<file path="src/rtl/station_pkg.sv">
// Station map constants, coordinate table and player state encoding.
// Shared by the route player and its coordinate lookup.
package station_pkg;

  localparam int N_STATIONS = 46;

  typedef logic [5:0]  station_idx_t;
  typedef logic [19:0] station_xy_t;

  typedef enum logic [1:0] {
    LOAD,
    LOADED,
    PLAY
  } state_t;

  // {x[9:0], y[9:0]} marker pixel per station index
  localparam station_xy_t STATION_XY [N_STATIONS] = '{
    {10'd571, 10'd97 }, {10'd520, 10'd130}, {10'd495, 10'd158},
    {10'd465, 10'd186}, {10'd452, 10'd196}, {10'd430, 10'd215},
    {10'd410, 10'd205}, {10'd530, 10'd301}, {10'd505, 10'd295},
    {10'd520, 10'd312}, {10'd480, 10'd300}, {10'd440, 10'd300},
    {10'd420, 10'd340}, {10'd470, 10'd345}, {10'd500, 10'd370},
    {10'd426, 10'd407}, {10'd440, 10'd415}, {10'd380, 10'd410},
    {10'd320, 10'd390}, {10'd350, 10'd360}, {10'd330, 10'd320},
    {10'd300, 10'd310}, {10'd370, 10'd270}, {10'd320, 10'd250},
    {10'd300, 10'd230}, {10'd340, 10'd215}, {10'd400, 10'd180},
    {10'd430, 10'd250}, {10'd480, 10'd240}, {10'd500, 10'd230},
    {10'd230, 10'd330}, {10'd390, 10'd430}, {10'd485, 10'd390},
    {10'd160, 10'd107}, {10'd220, 10'd150}, {10'd280, 10'd200},
    {10'd550, 10'd80 }, {10'd590, 10'd110}, {10'd500, 10'd180},
    {10'd450, 10'd230}, {10'd460, 10'd270}, {10'd395, 10'd370},
    {10'd345, 10'd280}, {10'd410, 10'd320}, {10'd480, 10'd330},
    {10'd478, 10'd219}
  };

endpackage

</file>
<file path="src/rtl/station_coord_rom.sv">
// Registered station index to marker pixel lookup.
// Output holds between reads; out-of-range indices give (0,0).
module station_coord_rom
  import station_pkg::*;
#(
  parameter int IDX_W = 6
) (
  input  logic             Clk,
  input  logic             Reset_n,
  input  logic             en,
  input  logic [IDX_W-1:0] idx,
  output logic [9:0]       x,
  output logic [9:0]       y
);

  station_xy_t xy_q;

  // one-cycle lookup, held until the next enabled read
  always_ff @(posedge Clk or negedge Reset_n) begin
    if (!Reset_n) begin
      xy_q <= '0;
    end else if (en) begin
      if (int'(idx) < N_STATIONS) xy_q <= STATION_XY[idx];
      else xy_q <= '0;
    end
  end

  assign x = xy_q[19:10];
  assign y = xy_q[9:0];

endmodule

</file>
<file path="src/rtl/path_station_player.sv">
// Stores a route of station indices and replays it as marker
// coordinates, one node per HOLD_FRAMES frames.
module path_station_player #(
  parameter int DEPTH       = 64,
  parameter int IDX_W       = 6,
  parameter int N_STATIONS  = 46,
  parameter int HOLD_FRAMES = 30
) (
  input  logic                       Clk,
  input  logic                       Reset_n,
  input  logic                       frame_tick,
  input  logic                       path_valid,
  input  logic [IDX_W-1:0]           path_idx,
  input  logic                       path_last,
  output logic                       path_ready,
  input  logic                       play,
  input  logic                       clear,
  output logic                       busy,
  output logic                       done,
  output logic                       marker_valid,
  output logic [9:0]                 pos_x_out,
  output logic [9:0]                 pos_y_out,
  output logic [$clog2(DEPTH):0]     node_count,
  output logic                       overflow,
  output logic                       bad_idx
);
  import station_pkg::*;

  localparam int AW = $clog2(DEPTH);
  localparam int CW = AW + 1;
  localparam int HW = $clog2(HOLD_FRAMES + 1);

  state_t           state, nxt;
  logic [CW-1:0]    count;
  logic [AW-1:0]    ptr;
  logic [HW-1:0]    hold;
  logic             rd_req;
  logic [IDX_W-1:0] mem [DEPTH];

  logic beat, idx_ok, full, more;
  logic play_tick, tick_end;
  logic go, adv, fin;

  // state register
  always_ff @(posedge Clk or negedge Reset_n) begin
    if (!Reset_n) state <= LOAD;
    else state <= nxt;
  end

  // next state and per-cycle control decode
  always_comb begin
    nxt       = state;
    go        = 1'b0;
    adv       = 1'b0;
    fin       = 1'b0;
    beat      = (state == LOAD) && path_ready && path_valid;
    idx_ok    = int'(path_idx) < N_STATIONS;
    full      = count == CW'(DEPTH);
    more      = ({1'b0, ptr} + CW'(1)) < count;
    play_tick = (state == PLAY) && !rd_req && frame_tick;
    tick_end  = play_tick && (hold == HW'(HOLD_FRAMES - 1));
    if (clear) begin
      nxt = LOAD;
    end else begin
      unique case (state)
        LOAD: begin
          if (beat && path_last) nxt = LOADED;
        end
        LOADED: begin
          if (play) begin
            if (count != '0) begin
              nxt = PLAY;
              go  = 1'b1;
            end else begin
              fin = 1'b1;
            end
          end
        end
        PLAY: begin
          if (tick_end) begin
            if (more) begin
              adv = 1'b1;
            end else begin
              fin = 1'b1;
              nxt = LOADED;
            end
          end
        end
        default: nxt = LOAD;
      endcase
    end
  end

  // route storage, written in beat order
  always_ff @(posedge Clk) begin
    if (beat && !clear && idx_ok && !full)
      mem[count[AW-1:0]] <= path_idx;
  end

  // counters, pointer, hold timer and sticky flags
  always_ff @(posedge Clk or negedge Reset_n) begin
    if (!Reset_n) begin
      count        <= '0;
      ptr          <= '0;
      hold         <= '0;
      rd_req       <= 1'b0;
      marker_valid <= 1'b0;
      overflow     <= 1'b0;
      bad_idx      <= 1'b0;
      done         <= 1'b0;
      path_ready   <= 1'b0;
    end else if (clear) begin
      count        <= '0;
      ptr          <= '0;
      hold         <= '0;
      rd_req       <= 1'b0;
      marker_valid <= 1'b0;
      overflow     <= 1'b0;
      bad_idx      <= 1'b0;
      done         <= 1'b0;
      path_ready   <= 1'b1;
    end else begin
      path_ready <= (nxt == LOAD);
      done       <= fin;
      if (beat) begin
        unique case (1'b1)
          !idx_ok:         bad_idx  <= 1'b1;
          idx_ok && full:  overflow <= 1'b1;
          idx_ok && !full: count    <= count + CW'(1);
        endcase
      end
      if (go) begin
        ptr    <= '0;
        rd_req <= 1'b1;
      end else if (rd_req) begin
        rd_req       <= 1'b0;
        marker_valid <= 1'b1;
        hold         <= '0;
      end else if (adv) begin
        ptr    <= ptr + AW'(1);
        rd_req <= 1'b1;
        hold   <= '0;
      end else if (play_tick && !tick_end) begin
        hold <= hold + HW'(1);
      end
    end
  end

  station_coord_rom #(
    .IDX_W (IDX_W)
  ) u_rom (
    .Clk     (Clk),
    .Reset_n (Reset_n),
    .en      (rd_req && !clear),
    .idx     (mem[ptr]),
    .x       (pos_x_out),
    .y       (pos_y_out)
  );

  assign busy       = (state == PLAY);
  assign node_count = count;

endmodule

</file>
<file path="config.mk">
export PLATFORM = sky130hd
export DESIGN_NAME = path_station_player
export DESIGN_NICKNAME = d
export VERILOG_FILES = /design/src/rtl/station_pkg.sv /design/src/rtl/station_coord_rom.sv /design/src/rtl/path_station_player.sv
export SDC_FILE = /design/constraint.sdc
export NUM_CORES = 1
export LEC_CHECK = 0
export ABC_AREA = 1
export CAP_MARGIN = 10
export CORE_MARGIN = 3
export CORE_UTILIZATION = 25
export CTS_CLUSTER_DIAMETER = 150
export DETAILED_ROUTE_END_ITERATION = 10
export PLACE_DENSITY = 0.44
export SLEW_MARGIN = 40
export SYNTH_ARGS = -nofsm -noshare
export SYNTH_HDL_FRONTEND = slang
export SYNTH_HIERARCHICAL = 1
export SYNTH_SLANG_ARGS = --single-unit
</file>
<file path="constraint.sdc">
create_clock -name Clk -period 3.4 [get_ports Clk]
set_input_delay 0.51 -clock Clk [delete_from_list [all_inputs] [get_ports Clk]]
set_output_delay 0.51 -clock Clk [all_outputs]
set_load 0.05 [all_outputs]
</file>
==> impl_metrics.py, run 1 <==
metrics = {
    "timing": {
        "slew_headroom_pct": 46.6,
        "tns_ns": 0,
        "drv_slew": 0,
        "hold_viol_final": 0,
        "post-route-period-util_pct": 93.9,
        "rsz0062_at_grt": "no",
        "worst_slew_pin_slew_ns": 0.801,
        "max_freq_mhz": 313,
        "setup_violations": 0,
        "period_minus_slack_ns": 3.19,
        "finClkSkew_ns": 0.0218,
    },
    "clock_network": {
        "cts_inserted_buffers": 47,
        "htree_levels": 2,
        "cts.sinks": 429,
        "cts_tree": "done",
        "cts.path.max_buffers": 3,
        "cts_root_buf": "clkbuf_16",
        "clk-insertion-delay-late_ns": 0.59,
        "clk_pin_slew_ns": 0.06,
    },
    "pwr": {
        "clockPowerShare_pct": 42.1,
        "p_int_mw": 8.73,
        "power_density_mw_per_mm2": 494,
        "power_frac_comb_pct": 6.8,
        "peakVddDrop_mv": 0.306,
        "switching_power_mw": 2.68,
        "switching_share_pct": 23.5,
        "p_leak_nw": 8.92,
        "seqPwrFrac_pct": 51.0,
    },
    "finish": {
        "finalNetCount": 2073,
        "fin_cells": 3098,
        "nFillCells": 7885,
        "layout-drive-gt1-share_pct": 10.8,
        "n_antenna_cell": 0,
        "area_growth_pct": 18.9,
    },
    "detailed_routing": {
        "dr.pass1.iters": 5,
        "drt-wirelength-per-cell_um": 18.7,
        "via_per_inst": 4.56,
        "drtAntennaViolNets": 0,
        "vias": 14125,
        "drc": 0,
        "drt-total-wl_um": 57900,
        "drtIter0Drc": 1062,
    },
    "synthesis": {
        "synth_cell_types": 40,
        "synth-main-ff-cell": "edfxtp_1",
        "synth_cells": 1938,
        "synth.avg_cell_area_um2": 10.0,
        "synthTopCellsByCount": "nand2_1, edfxtp_1, nand3_1",
        "yosys.area.top_type": "edfxtp_1",
        "synth_nets": 1974,
        "async_flop_share_pct": 10.5,
        "yosysSeqAreaShare_pct": 65.1,
        "yosys.area.top_type_share_pct": 59.3,
        "netlist_area_mm2": 0.0194,
        "ys_warn_count": 6,
        "synth_edf_count": 384,
        "synth_area_leaders": "edfxtp_1, nand2_1, nand3_1",
        "synth.most_common_cell": "nand2_1",
        "synth-seq-cells": 429,
    },
    "placed_design": {
        "dpl.hpwl_um": 36500,
        "place_inst": 3010,
        "portBuffers": 44,
        "gp_congestion": 0.869,
    },
    "grt": {
        "grt_pass1_wl_um": 87000,
        "grt_overflow_total": 0,
        "globalRouteTotalUtil_pct": 13.9,
        "grt_max_degree": 83,
        "antenna_found_initial": 0,
        "grt_pass1_vias": 14069,
    },
    "die": {
        "io_pins": 46,
        "start_util_pct": 25.4,
        "num_rows": 101,
        "die_y_um": 285,
        "dieWidth_um": 285,
        "coreArea_mm2": 0.0765,
        "die_area_mm2": 0.0811,
    },
    "setup_path": {
        "arrival_ns": 3.67,
        "crit_start": "ptr[0]",
        "critPathLaunchType": "register",
        "cp.required_ns": 3.87,
        "path_class": "reg2reg",
        "reg2reg_from": "ptr[0]",
        "crit_path_max_fanout": 39,
        "critPathCaptureType": "register",
    },
    "outcome": {
        "status": "finished, final reports clean",
    },
    "worst_hold_path": {
        "holdCritPathClass": "in2async",
    },
    "flow_run": {
        "maxCapViolations": 0,
    },
}
==> cells by family (layout without fill, tap and decap cells) <==
kind of cell             count (synthesis)  count (layout)  synth area share, %
AO/OA/AOI/OAI                          115             115                 3.19
flip-flops                             429             429                 65.1
AND/OR/NAND/NOR                       1196            1196                 25.9
buffers and inverters                  165             295                 3.91
XOR/XNOR                                 9               9                0.406
adder cells (fa/ha/maj)                 23              23                 1.48
other                                    1               1               0.0193
==> worst max-delay path: stages (launching register included) <==
cell and delay (ns):
dfrtp_4 0.55, buf_12 0.15, buf_16 0.17, nand2_1 0.09
nand2_1 0.05, a21oi_1 0.21, nand3_1 0.18, nand3_1 0.20
nand2_1 0.14, nand2_1 0.10, nand2_2 0.16, inv_2 0.30
buf_4 0.22, nand3_1 0.12, nand4_1 0.12, nand3_1 0.13
nand2_1 0.10, nand2_1 0.05
==> flip-flops by register name, indices dropped and copies added (netlist names), 2 cells and up <==
name and flops:
mem 384, u_rom/xy_q 19, node_count 7, ptr 6
hold 5, state 2
==> cell usage in the layout (no fill, tap or decap), drive strengths merged, types with 37 or more instances in the layout <==
| master | instances |
|---|---|
| dfrtp | 45 |
| nand3 | 310 |
| a21oi | 80 |
| buf | 116 |
| nor2 | 104 |
| edfxtp | 384 |
| clkdlybuf4s50 | 37 |
| nand2 | 765 |
| inv | 57 |
| clkbuf | 59 |
==> metrics by stage <==
stage / hold WS, ns / total power, mW / setup slack (ns) / area, um^2 / utilization [%]
2_1_floorplan: 0.214 / 6.37 / 0.628 / 19400 / -
3_3_place_gp: 0.466 / 6.72 / 0.109 / 21500 / 28.2
3_5_place_dp: 0.467 / 6.72 / 0.105 / 21500 / 28.2
4_1_cts: 0.402 / 11.5 / 0.0674 / 23000 / 30.0
5_1_grt: 0.335 / 11.8 / 0.00737 / 23100 / 30.2
6_report: 0.322 / 11.4 / 0.208 / 23100 / 30.2
==> final cells by class <==
cell class,count,area [um^2],share of cell area (%)
Timing Repair Buffer,156,1480,6.42
Inverter,59,236,1.02
Multi-Input combinational cell,1344,6030,26.1
Clock buffer,57,1230,5.34
Clock inverter,23,174,0.752
Sequential cell,429,12700,54.8
Tap cell,1030,1290,5.58
==> repair_timing <==
| item | 4_1_cts | 5_1_grt |
|---|---|---|
| endpoints found under the setup margin | 0 | 18 |
| hold buffers | 1 | 0 |
| endpoints found under the hold margin | 26 | 0 |
| gates resized for setup | 0 | 8 |
| setup buffers | 0 | 4 |
==> power groups by stage <==
stage	sequential (mW)	clock [mW]	combinational, mW
after floorplan	6.10	0	0.262
after global placement	5.94	0	0.783
after detailed placement	5.94	0	0.780
after global routing	5.83	5.14	0.841
after CTS	5.83	4.93	0.782
final	5.83	4.81	0.780
==> path summary, 6_finish.rpt <==
kind / slack (ns) / endpoint / cells after the start
setup / recovery: 0.21 / u_rom/xy_q[1] / 17
hold / removal: 0.32 / u_rom/xy_q[4] / 2
setup reg to reg: 0.21 / u_rom/xy_q[1] / 17
hold reg to reg: 0.48 / u_rom/xy_q[7] / 2
max in group asynchronous: 2.33 / node_count[3] / 4
min in group Clk: 0.41 / bad_idx / 4
==> routing by layer <==
metal	GRT usage (%)	part of all wire (%)	up-vias
li1	-	-	6778
met1	18.6	45	6907
met2	23.2	48	357
met3	2.17	4.7	83
met4	4.50	2.4	0
met5	0	0	-
Power figures use the tool's default switching activity.
==> run 2, diff against run 1 <==
Settings changed: CORE_MARGIN 3 to default, GPL_TIMING_DRIVEN from default to 0.
==> impl_metrics.py, run 2 (synthesis results as in run 1) <==
metrics = {
    "outcome": {
        "status": "finished, final reports clean",
    },
    "grt": {
        "antenna_found_initial": 0,
        "globalRouteTotalUtil_pct": 16.0,
        "grt_pass1_vias": 14202,
        "grt_pass1_wl_um": 93100,
        "grt_max_degree": 56,
        "grt_overflow_total": 0,
    },
    "timing": {
        "hold_viol_final": 0,
        "whs_ns": 0.225,
        "tns_ns": 0,
        "slew_headroom_pct": 45.7,
        "setup_violations": 0,
        "period_minus_slack_ns": 3.28,
        "setup_ws_ns": 0.125,
        "drv_slew": 0,
        "worst_slew_pin_slew_ns": 0.813,
        "rsz0062_at_grt": "no",
        "post-route-period-util_pct": 96.3,
        "max_freq_mhz": 305,
        "finClkSkew_ns": 0.0311,
    },
    "setup_path": {
        "crit_path_max_fanout": 10,
        "cp.required_ns": 3.87,
        "critPathLaunchType": "register",
        "path_cells": "inv_2, nor2_2, buf_4, buf_6, a21oi_1, nand3_1, nand3_1, nand2_1, nand2_1, nand2_1, buf_4, buf_4, nor2_1, nand2_1, nand3_1, nand2_2, nand2_1, nand2_1",
        "path_class": "reg2reg",
        "reg2reg_depth": 18,
        "slowest_stage": "dfrtp_1",
        "arrival_ns": 3.75,
        "slowest_delay_ns": 0.46,
        "cpMostUsedCell": "nand2_1",
        "critPathCaptureType": "register",
    },
    "clock_network": {
        "cts_root_buf": "clkbuf_16",
        "htree_levels": 2,
        "cts.path.max_buffers": 3,
        "clk-insertion-delay-late_ns": 0.60,
        "cts_tree": "done",
        "cts_inserted_buffers": 49,
        "cts.sinks": 429,
        "clk_pin_slew_ns": 0.06,
    },
    "finish": {
        "final_util_pct": 30.7,
        "layout-drive-gt1-share_pct": 12.6,
        "final_cell_mix": "nand2_1, edfxtp_1, nand3_1",
        "nFillCells": 7899,
        "finalInstanceArea_mm2": 0.0234,
        "n_antenna_cell": 0,
        "fin_cells": 3124,
        "finalNetCount": 2091,
        "area_growth_pct": 20.6,
        "final_common_cell": "nand2_1",
        "largest_register_ffs": 384,
    },
    "die": {
        "die_y_um": 281,
        "die_area_mm2": 0.0789,
        "start_util_pct": 25.4,
        "coreArea_mm2": 0.0765,
        "num_rows": 101,
        "dieWidth_um": 281,
        "io_pins": 46,
    },
    "flow_run": {
        "maxCapViolations": 0,
    },
    "detailed_routing": {
        "drt-wirelength-per-cell_um": 20.2,
        "drtIter0Drc": 1223,
        "vias": 14333,
        "via_per_inst": 4.59,
        "dr.pass1.iters": 5,
        "drtAntennaViolNets": 0,
        "drc": 0,
        "drt-total-wl_um": 63200,
    },
    "placed_design": {
        "dpl.hpwl_um": 45200,
        "portBuffers": 43,
        "gp_congestion": 0.899,
        "placed_area_mm2": 0.0213,
        "place_inst": 3018,
        "dp_slack_ns": -0.895,
    },
    "pwr": {
        "p_leak_nw": 9.05,
        "peakVddDrop_mv": 0.333,
        "power_density_mw_per_mm2": 505,
        "finalPower_mw": 11.8,
    },
    "worst_hold_path": {
        "holdCritPathClass": "in2reg",
        "min_path_cells": 1,
    },
}
==> run 2: cell types whose count changed in the layout (fill, tap and decap cells not counted), moves of 4 or more <==
cell	previous run	this run
clkbuf_1	9	19
clkbuf_2	0	17
nand3_1	304	297
inv_2	10	14
nand2_1	758	749
buf_6	4	27
buf_4	92	43
buf_2	7	18
clkbuf_4	0	5
nand2_2	6	12
nand3_2	6	13
buf_12	10	6
inv_1	45	40
==> run 2: worst max-delay path, delay by kind of cell, from the launching register on <==
| kind | cells | cell delay (ns) |
|---|---|---|
| and+or+nand+nor | 12 | 1.46 |
| AOI/OAI and AO/OA | 1 | 0.30 |
| DFF | 1 | 0.46 |
| buffers and inverters | 5 | 0.90 |
==> run 2: routing by layer <==
| metal | vias up | part of all wire (%) | GRT usage [%] | wire length, um |
|---|---|---|---|---|
| li1 | 6826 | - | - | - |
| met1 | 6991 | 45 | 21.9 | 28700 |
| met2 | 426 | 47 | 26.2 | 29400 |
| met3 | 90 | 5.0 | 2.16 | 3180 |
| met4 | 0 | 2.9 | 5.20 | 1860 |
| met5 | - | 0 | 0 | 0 |
==> run 2: layout make-up <==
class	instances	area [um^2]	share of cell area [%]
buffer	105	806	3.44
clock buffer	60	1270	5.41
clock inverter	30	299	1.28
inverter	59	234	0.998
multi-input combinational	1344	6140	26.2
sequential	429	12700	54.0
tap	1030	1290	5.50
timing repair buffer	67	746	3.18
==> run 2: worst paths after layout <==
| check | startpoint | to | slack, ns |
|---|---|---|---|
| setup reg to reg | ptr[2] | u_rom/xy_q[3] | 0.12 |
| hold reg to reg | u_rom/xy_q[4] | u_rom/xy_q[4] | 0.48 |
| max in group asynchronous | Reset_n | ptr[3] | 2.66 |
| hold / removal | path_idx[2] | mem[17][2] | 0.23 |
| setup / recovery | ptr[2] | u_rom/xy_q[3] | 0.12 |
| min in group asynchronous | Reset_n | u_rom/xy_q[4] | 0.29 |
==> run 2: repair_timing <==
| item | 4_1_cts | 5_1_grt |
|---|---|---|
| hold buffers | 1 | 0 |
| setup endpoints to repair | 19 | 18 |
| setup buffers | 4 | 11 |
| pin swaps | 0 | 5 |
| resized for setup | 95 | 63 |
| gates cloned | 0 | 1 |
| endpoints found under the hold margin | 45 | 0 |
==> run 2: power breakdown <==
group          total [mW]  switching (mW)  internal (mW)
clock network        5.19            2.21           2.98
logic               0.808           0.571          0.236
registers            5.83          0.0357           5.80
